==> src/rtl/fma_norm_round_pkg.sv <==
// Shared constants and types for the FMA post-addition normalize/round stage.
//   DEF_*        default datapath widths used by fma_norm_round
//   FLAG_*       bit positions inside out_flags
//   flags_t      packed view of out_flags: {overflow, underflow, inexact, zero}
package fma_norm_round_pkg;

    localparam int DEF_ADDER_WIDTH = 48;
    localparam int DEF_MAN_WIDTH   = 23;
    localparam int DEF_EXP_WIDTH   = 8;

    localparam int FLAG_OVERFLOW   = 3;
    localparam int FLAG_UNDERFLOW  = 2;
    localparam int FLAG_INEXACT    = 1;
    localparam int FLAG_ZERO       = 0;

    typedef struct packed {
        logic overflow;
        logic underflow;
        logic inexact;
        logic zero;
    } flags_t;

endpackage

==> src/rtl/fma_norm_round_lzc.sv <==
// Combinational leading-zero counter.
//   value  in   WIDTH          vector to scan from the MSB
//   lz     out  clog2(WIDTH)   number of zeros above the leading one;
//                              an all-zero vector reports WIDTH-1 so that the
//                              normalizing shift never exceeds the vector width
module fma_norm_round_lzc #(
    parameter int WIDTH = 48
) (
    input  logic [WIDTH-1:0]         value,
    output logic [$clog2(WIDTH)-1:0] lz
);

    localparam int LZW = $clog2(WIDTH);

    // Ascending scan: the highest set bit is the last one to write lz.
    always_comb begin
        lz = LZW'(WIDTH - 1);
        for (int i = 0; i < WIDTH; i++) begin
            if (value[i]) begin
                lz = LZW'(WIDTH - 1 - i);
            end
        end
    end

endmodule

==> src/rtl/fma_norm_round.sv <==
// FMA post-addition stage: complement fix-up, leading-zero normalize,
// round-to-nearest-even and exponent overflow/underflow handling, as a
// 3-stage pipeline (fix-up -> normalize -> round/output register).
//   clk, rst            clock, synchronous active-high reset
//   in_valid/in_ready   input handshake; beat moves when both are high
//   sum, cout           raw adder result
//   sticky_in           OR of bits lost during alignment
//   effective_op        1 = effective subtraction
//   sign_in, exp_in     sign of larger operand, signed biased exponent of sum MSB
//   out_valid/out_ready output handshake
//   out_sign/exp/man    rounded result, hidden bit dropped
//   out_flags           {overflow, underflow, inexact, zero}
// Valid/ready: a beat transfers on a rising edge where valid & ready are both
// high; the whole pipeline advances together when the output slot is empty or
// being consumed, so in_ready equals that advance condition and out_* hold
// still while out_valid & ~out_ready.
module fma_norm_round
    import fma_norm_round_pkg::*;
#(
    parameter int ADDER_WIDTH = DEF_ADDER_WIDTH,
    parameter int MAN_WIDTH   = DEF_MAN_WIDTH,
    parameter int EXP_WIDTH   = DEF_EXP_WIDTH
) (
    input  logic                   clk,
    input  logic                   rst,
    input  logic                   in_valid,
    output logic                   in_ready,
    input  logic [ADDER_WIDTH-1:0] sum,
    input  logic                   cout,
    input  logic                   sticky_in,
    input  logic                   effective_op,
    input  logic                   sign_in,
    input  logic [EXP_WIDTH+1:0]   exp_in,
    output logic                   out_valid,
    input  logic                   out_ready,
    output logic                   out_sign,
    output logic [EXP_WIDTH-1:0]   out_exp,
    output logic [MAN_WIDTH-1:0]   out_man,
    output logic [3:0]             out_flags
);

    // One guard bit beyond the port exponent so +1 / -lz / +1 never wrap.
    localparam int XW  = EXP_WIDTH + 3;
    localparam int LZW = $clog2(ADDER_WIDTH);
    localparam int GB  = ADDER_WIDTH - 2 - MAN_WIDTH;   // guard bit index
    localparam logic signed [XW-1:0] EXP_MAX = XW'((1 << EXP_WIDTH) - 1);

    logic advance;
    assign advance  = ~out_valid | out_ready;
    assign in_ready = advance;

    // ---------------- S1: complement / carry fix-up ----------------
    logic signed [XW-1:0]   exp_ext, fix_exp;
    logic [ADDER_WIDTH-1:0] fix_mag;
    logic                   fix_sign, fix_sticky, fix_zero;

    assign exp_ext = {exp_in[EXP_WIDTH+1], exp_in};

    always_comb begin
        fix_mag    = sum;
        fix_exp    = exp_ext;
        fix_sign   = sign_in;
        fix_sticky = sticky_in;
        if (!effective_op && cout) begin
            fix_mag    = {1'b1, sum[ADDER_WIDTH-1:1]};
            fix_exp    = exp_ext + XW'(1);
            fix_sticky = sticky_in | sum[0];
        end else if (effective_op && !cout) begin
            // No carry on subtraction means the result went negative.
            fix_mag  = ~sum + ADDER_WIDTH'(1);
            fix_sign = ~sign_in;
        end
        fix_zero = (fix_mag == '0) && !fix_sticky;
        // Exact cancellation under RNE yields +0.
        if (fix_zero) begin
            fix_sign = effective_op ? 1'b0 : sign_in;
        end
    end

    logic                   s1_valid, s1_sign, s1_sticky, s1_zero;
    logic signed [XW-1:0]   s1_exp;
    logic [ADDER_WIDTH-1:0] s1_mag;

    // ---------------- S2: normalize ----------------
    logic [LZW-1:0] lz;

    fma_norm_round_lzc #(.WIDTH(ADDER_WIDTH)) u_lzc (
        .value (s1_mag),
        .lz    (lz)
    );

    logic                   s2_valid, s2_sign, s2_sticky, s2_zero;
    logic signed [XW-1:0]   s2_exp;
    logic [ADDER_WIDTH-1:0] s2_mag;

    // ---------------- S3: round and exceptions ----------------
    logic [MAN_WIDTH-1:0] frac;
    logic [MAN_WIDTH:0]   frac_sum;
    logic                 guard, st, inc;
    logic signed [XW-1:0] rnd_exp;

    assign frac     = s2_mag[ADDER_WIDTH-2 -: MAN_WIDTH];
    assign guard    = s2_mag[GB];
    assign st       = (|s2_mag[GB-1:0]) | s2_sticky;
    assign inc      = guard & (st | frac[0]);
    assign frac_sum = {1'b0, frac} + {{MAN_WIDTH{1'b0}}, inc};
    // Fraction carry-out leaves frac_sum[MAN_WIDTH-1:0] == 0 already.
    assign rnd_exp  = s2_exp + $signed({{(XW-1){1'b0}}, frac_sum[MAN_WIDTH]});

    logic [EXP_WIDTH-1:0] res_exp;
    logic [MAN_WIDTH-1:0] res_man;
    flags_t               res_flags;

    always_comb begin
        res_exp   = '0;
        res_man   = '0;
        res_flags = '0;
        if (s2_zero) begin
            res_flags.zero = 1'b1;
        end else if (rnd_exp >= EXP_MAX) begin
            res_exp            = '1;
            res_flags.overflow = 1'b1;
            res_flags.inexact  = 1'b1;
        end else if (rnd_exp <= 0) begin
            res_flags.underflow = 1'b1;
            res_flags.inexact   = 1'b1;
        end else begin
            res_exp           = rnd_exp[EXP_WIDTH-1:0];
            res_man           = frac_sum[MAN_WIDTH-1:0];
            res_flags.inexact = guard | st;
        end
    end

    // ---------------- Pipeline registers ----------------
    always_ff @(posedge clk) begin
        if (rst) begin
            s1_valid  <= 1'b0;
            s1_sign   <= 1'b0;
            s1_sticky <= 1'b0;
            s1_zero   <= 1'b0;
            s1_exp    <= '0;
            s1_mag    <= '0;
            s2_valid  <= 1'b0;
            s2_sign   <= 1'b0;
            s2_sticky <= 1'b0;
            s2_zero   <= 1'b0;
            s2_exp    <= '0;
            s2_mag    <= '0;
            out_valid <= 1'b0;
            out_sign  <= 1'b0;
            out_exp   <= '0;
            out_man   <= '0;
            out_flags <= '0;
        end else if (advance) begin
            s1_valid  <= in_valid;
            s1_sign   <= fix_sign;
            s1_sticky <= fix_sticky;
            s1_zero   <= fix_zero;
            s1_exp    <= fix_exp;
            s1_mag    <= fix_mag;

            s2_valid  <= s1_valid;
            s2_sign   <= s1_sign;
            s2_sticky <= s1_sticky;
            s2_zero   <= s1_zero;
            s2_exp    <= s1_exp - $signed({{(XW-LZW){1'b0}}, lz});
            s2_mag    <= s1_mag << lz;

            out_valid <= s2_valid;
            if (s2_valid) begin
                out_sign  <= s2_sign;
                out_exp   <= res_exp;
                out_man   <= res_man;
                out_flags <= res_flags;
            end
        end
    end

endmodule

==> config.mk <==
export PLATFORM = sky130hd
export DESIGN_NAME = fma_norm_round
export DESIGN_NICKNAME = d
export VERILOG_FILES = /design/src/rtl/fma_norm_round_pkg.sv /design/src/rtl/fma_norm_round_lzc.sv /design/src/rtl/fma_norm_round.sv
export SDC_FILE = /design/constraint.sdc
export NUM_CORES = 1
export LEC_CHECK = 0
export ABC_CLOCK_PERIOD_IN_PS = 6000
export BUFFER_PORTS_ARGS = -buffer_cell sky130_fd_sc_hd__clkbuf_2
export CAP_MARGIN = 20
export CELL_PAD_IN_SITES_DETAIL_PLACEMENT = 1
export CELL_PAD_IN_SITES_GLOBAL_PLACEMENT = 2
export CORE_MARGIN = 1
export CORE_UTILIZATION = 37
export CTS_BUF_LIST = sky130_fd_sc_hd__clkbuf_4 sky130_fd_sc_hd__clkbuf_8
export DETAILED_ROUTE_END_ITERATION = 8
export PLACE_DENSITY_LB_ADDON = 0.1
export SETUP_SLACK_MARGIN = 0.15
export SYNTH_ARGS = -nofsm -noshare
export SYNTH_HDL_FRONTEND = slang
export SYNTH_SLANG_ARGS = --single-unit
==> constraint.sdc <==
create_clock -name clk -period 6 [get_ports clk]
set_input_delay 0.9 -clock clk [delete_from_list [all_inputs] [get_ports clk]]
set_output_delay 0.9 -clock clk [all_outputs]
set_load 0.005 [all_outputs]
==> metrics.cfg <==
[synthesis]
yosysMostFrequentCell=nor2_1
ys_warn_count=0
synth_cell_types=86
synth_area_leaders=dfxtp_1 (26%), mux2i_1 (11%), nor2_1 (6.4%)
synth_edf_count=0
yosysSeqAreaShare_pct=25.71
synthTopCellsByCount=nor2_1 (216), nand2_1 (173), dfxtp_1 (162), mux2i_1 (137), a21oi_1 (104)
ys_seq_elements=162
syn_inst=1688
avgSynthCellArea_um2=7.474
synthesis.nets=1767
syn_area_um2=12620
async_reset_ff_share_pct=0
synth-main-ff-cell=dfxtp_1
synth_area_leader_cell=dfxtp_1
yosysTopAreaCellShare_pct=25.71

[drt]
drc=0
viasPerCell=6.071
drt_iter0_drc=1094
wirelength_mm=49.97
vias=13110
post_drt_wl_per_cell_um=23.14
dr.pass1.iters=5
ant_nets=0

[clock_tree]
post_cts_buffers=0
cts.clk_slew.worst_paths_ns=0.11
cts_tree=done
clockBufferDepth=2
clk_root_buffer_cell=clkbuf_8
clock-sinks=162
postCtsHoldBufs=0
cts_resized=0
numCtsBuffers=17
htreeDepth=4
insertion_delay_ns=0.51

[floorplanning]
die_h_um=186.7
die_x_um=186.7
die_area_um2=34840
initial_utilization_pct=37.62
core_um2=33530
pin_count=104
std_cell_rows=67

[grt]
antenna_found_initial=0
grt_overflow=0
grt_pass1_wl_mm=77.97
grt_start_max_net_pins=61
grt_pass1_vias=12800
grtUsageTotal_pct=28.49

[finish]
areaGrowthSynthToFinish_pct=9.462
final_cells=2159
fill_cells=4282
fin_util_pct=41.18
antenna_cells=0
drive_above_1_share_pct=12.92
nets=1777

[power_and_ir_drop]
ir_worst_vdd_mv=0.1788
power_density_nw_per_um2=262.0
power.leakage_nw=5.623

[placed_design]
dp.cells=2126
dp_hpwl_mm=38.21
gp_congestion=0.9157
port_buffers=103

[worst_setup_path]
r2r_slack_ns=0.90
r2r_start=s2_mag[13]
reg2reg_depth=20
path_class=flip-flop to flip-flop
worstSetupStartpointType=flip-flop
worstPathArrival_ns=5.53
worstPathRequired_ns=6.43
path_max_fanout=23
cp-startpoint=s2_mag[13]
rr_endpoint=out_man[2]
end_kind=flip-flop

[timing]
tns_ns=0
hold_viol=0
slew_violations=0
fin_crit_ns=5.098
layout_worst_path_cycle_share_pct=84.97
finalSetupViolCount=0
maxSlewHeadroom_pct=31.12
rsz0062_at_grt=false
tightest_slew_ns=1.031
fmax_mhz=196.1
fin_worst_skew_ns=0.02489

[worst_hold_path]
hold_class=flip-flop to flip-flop
holdPathStages=2
holdCritStartpoint=out_exp[2]
holdPathEnd=out_exp[2]

[run]
cap_violations=0

[run_status]
status=completed

-- logic make-up after synthesis --
kind of cell | share of synthesized area (%)
adder cells (fa/ha/maj) | 1.349
flip-flops | 25.71
XOR/XNOR | 5.137
AO/OA/AOI/OAI | 24.19
AND/OR/NAND/NOR | 24.70
buffers and inverters | 5.901
multiplexers | 13.01
-- where the power goes --
part / switching (mW) / internal (mW)
Clock: 0.479 / 0.431
Combinational: 0.859 / 0.500
Sequential: 0.155 / 1.19
-- placed cells by master, fill, tap and decap left out, drive strengths merged, types with 15 or more instances in the layout --
cell type and instances:
mux2i 137, inv 44, and3 15, buf 33
nand2 174, nor2 216, mux2 22, dfxtp 162
a221oi 15, a21oi 104, a22oi 46, a211oi 51
nor2b 15, o211ai 27, xor2 29, or4 15
nand3 40, clkbuf 119, o21ai 69, nor4 33
o31ai 16, xnor2 45, nor3 63, nand4 19
-- worst max path at each step --
| stage | end | slack, ns |
|---|---|---|
| after global routing | out_man[0] | 0.54 |
| after detailed placement | s1_sign | 1.0 |
| after global placement | s1_sign | 0.96 |
| after floorplan | out_man[0] | 1.78 |
| after CTS | out_man[2] | 0.96 |
| final | out_man[2] | 0.90 |
-- layout make-up --
type                    count  area (um2)  area share (%)
clock buffers              17       234.0           1.694
well taps                 448       560.5           4.059
multi-input cells        1342        8642           62.58
repair buffers            135       758.2           5.491
inverters                  40       152.6           1.105
clock inverters            15       219.0           1.586
flip-flops and latches    162        3243           23.48
-- flip-flops by register name, summed over array words and instances, names as in the netlist, 4 cells and up --
register / cells
s1_mag: 48
s2_mag: 47
out_man: 23
s1_exp: 11
s2_exp: 11
out_exp: 8
out_flags: 4
-- through the flow --
step | cell area [um2] | setup WS [ns] | hold slack (ns) | power, mW
after floorplan | 12620 | 1.776 | 0.4310 | 2.237
after global placement | 13350 | 0.9593 | 0.4409 | 2.687
after detailed placement | 13350 | 0.9971 | 0.4460 | 2.701
after CTS | 13800 | 0.9569 | 0.4604 | 3.617
after global routing | 13810 | 0.5419 | 0.4785 | 3.810
final | 13810 | 0.9016 | 0.4558 | 3.618
-- critical path: stages (launching register included) --
cell,delay [ns]
dfxtp_1,0.33
nor4_1,0.41
nand4_1,0.23
o31a_1,0.33
ha_1,0.22
and3_1,0.21
and3_1,0.28
nand3_1,0.14
nor3_1,0.11
ha_1,0.23
ha_1,0.22
nand3_1,0.15
nor3_1,0.09
and3_1,0.20
and4_1,0.20
a21oi_1,0.33
nand2b_1,0.19
or3_1,0.16
and3b_1,0.73
a22oi_1,0.14
nor2_1,0.14
-- metal layers --
metal / GRT usage [%] / share of wire [%] / routed length (um) / vias up
li1: - / - / - / 6261
met1: 42.16 / 50 / 24950 / 6459
met2: 43.58 / 44 / 21750 / 356
met3: 4.138 / 5.4 / 2681 / 32
met4: 5.580 / 1.2 / 583 / 0
met5: 0 / 0 / 0 / -
Note: power is estimated with default switching activity, not from simulation.
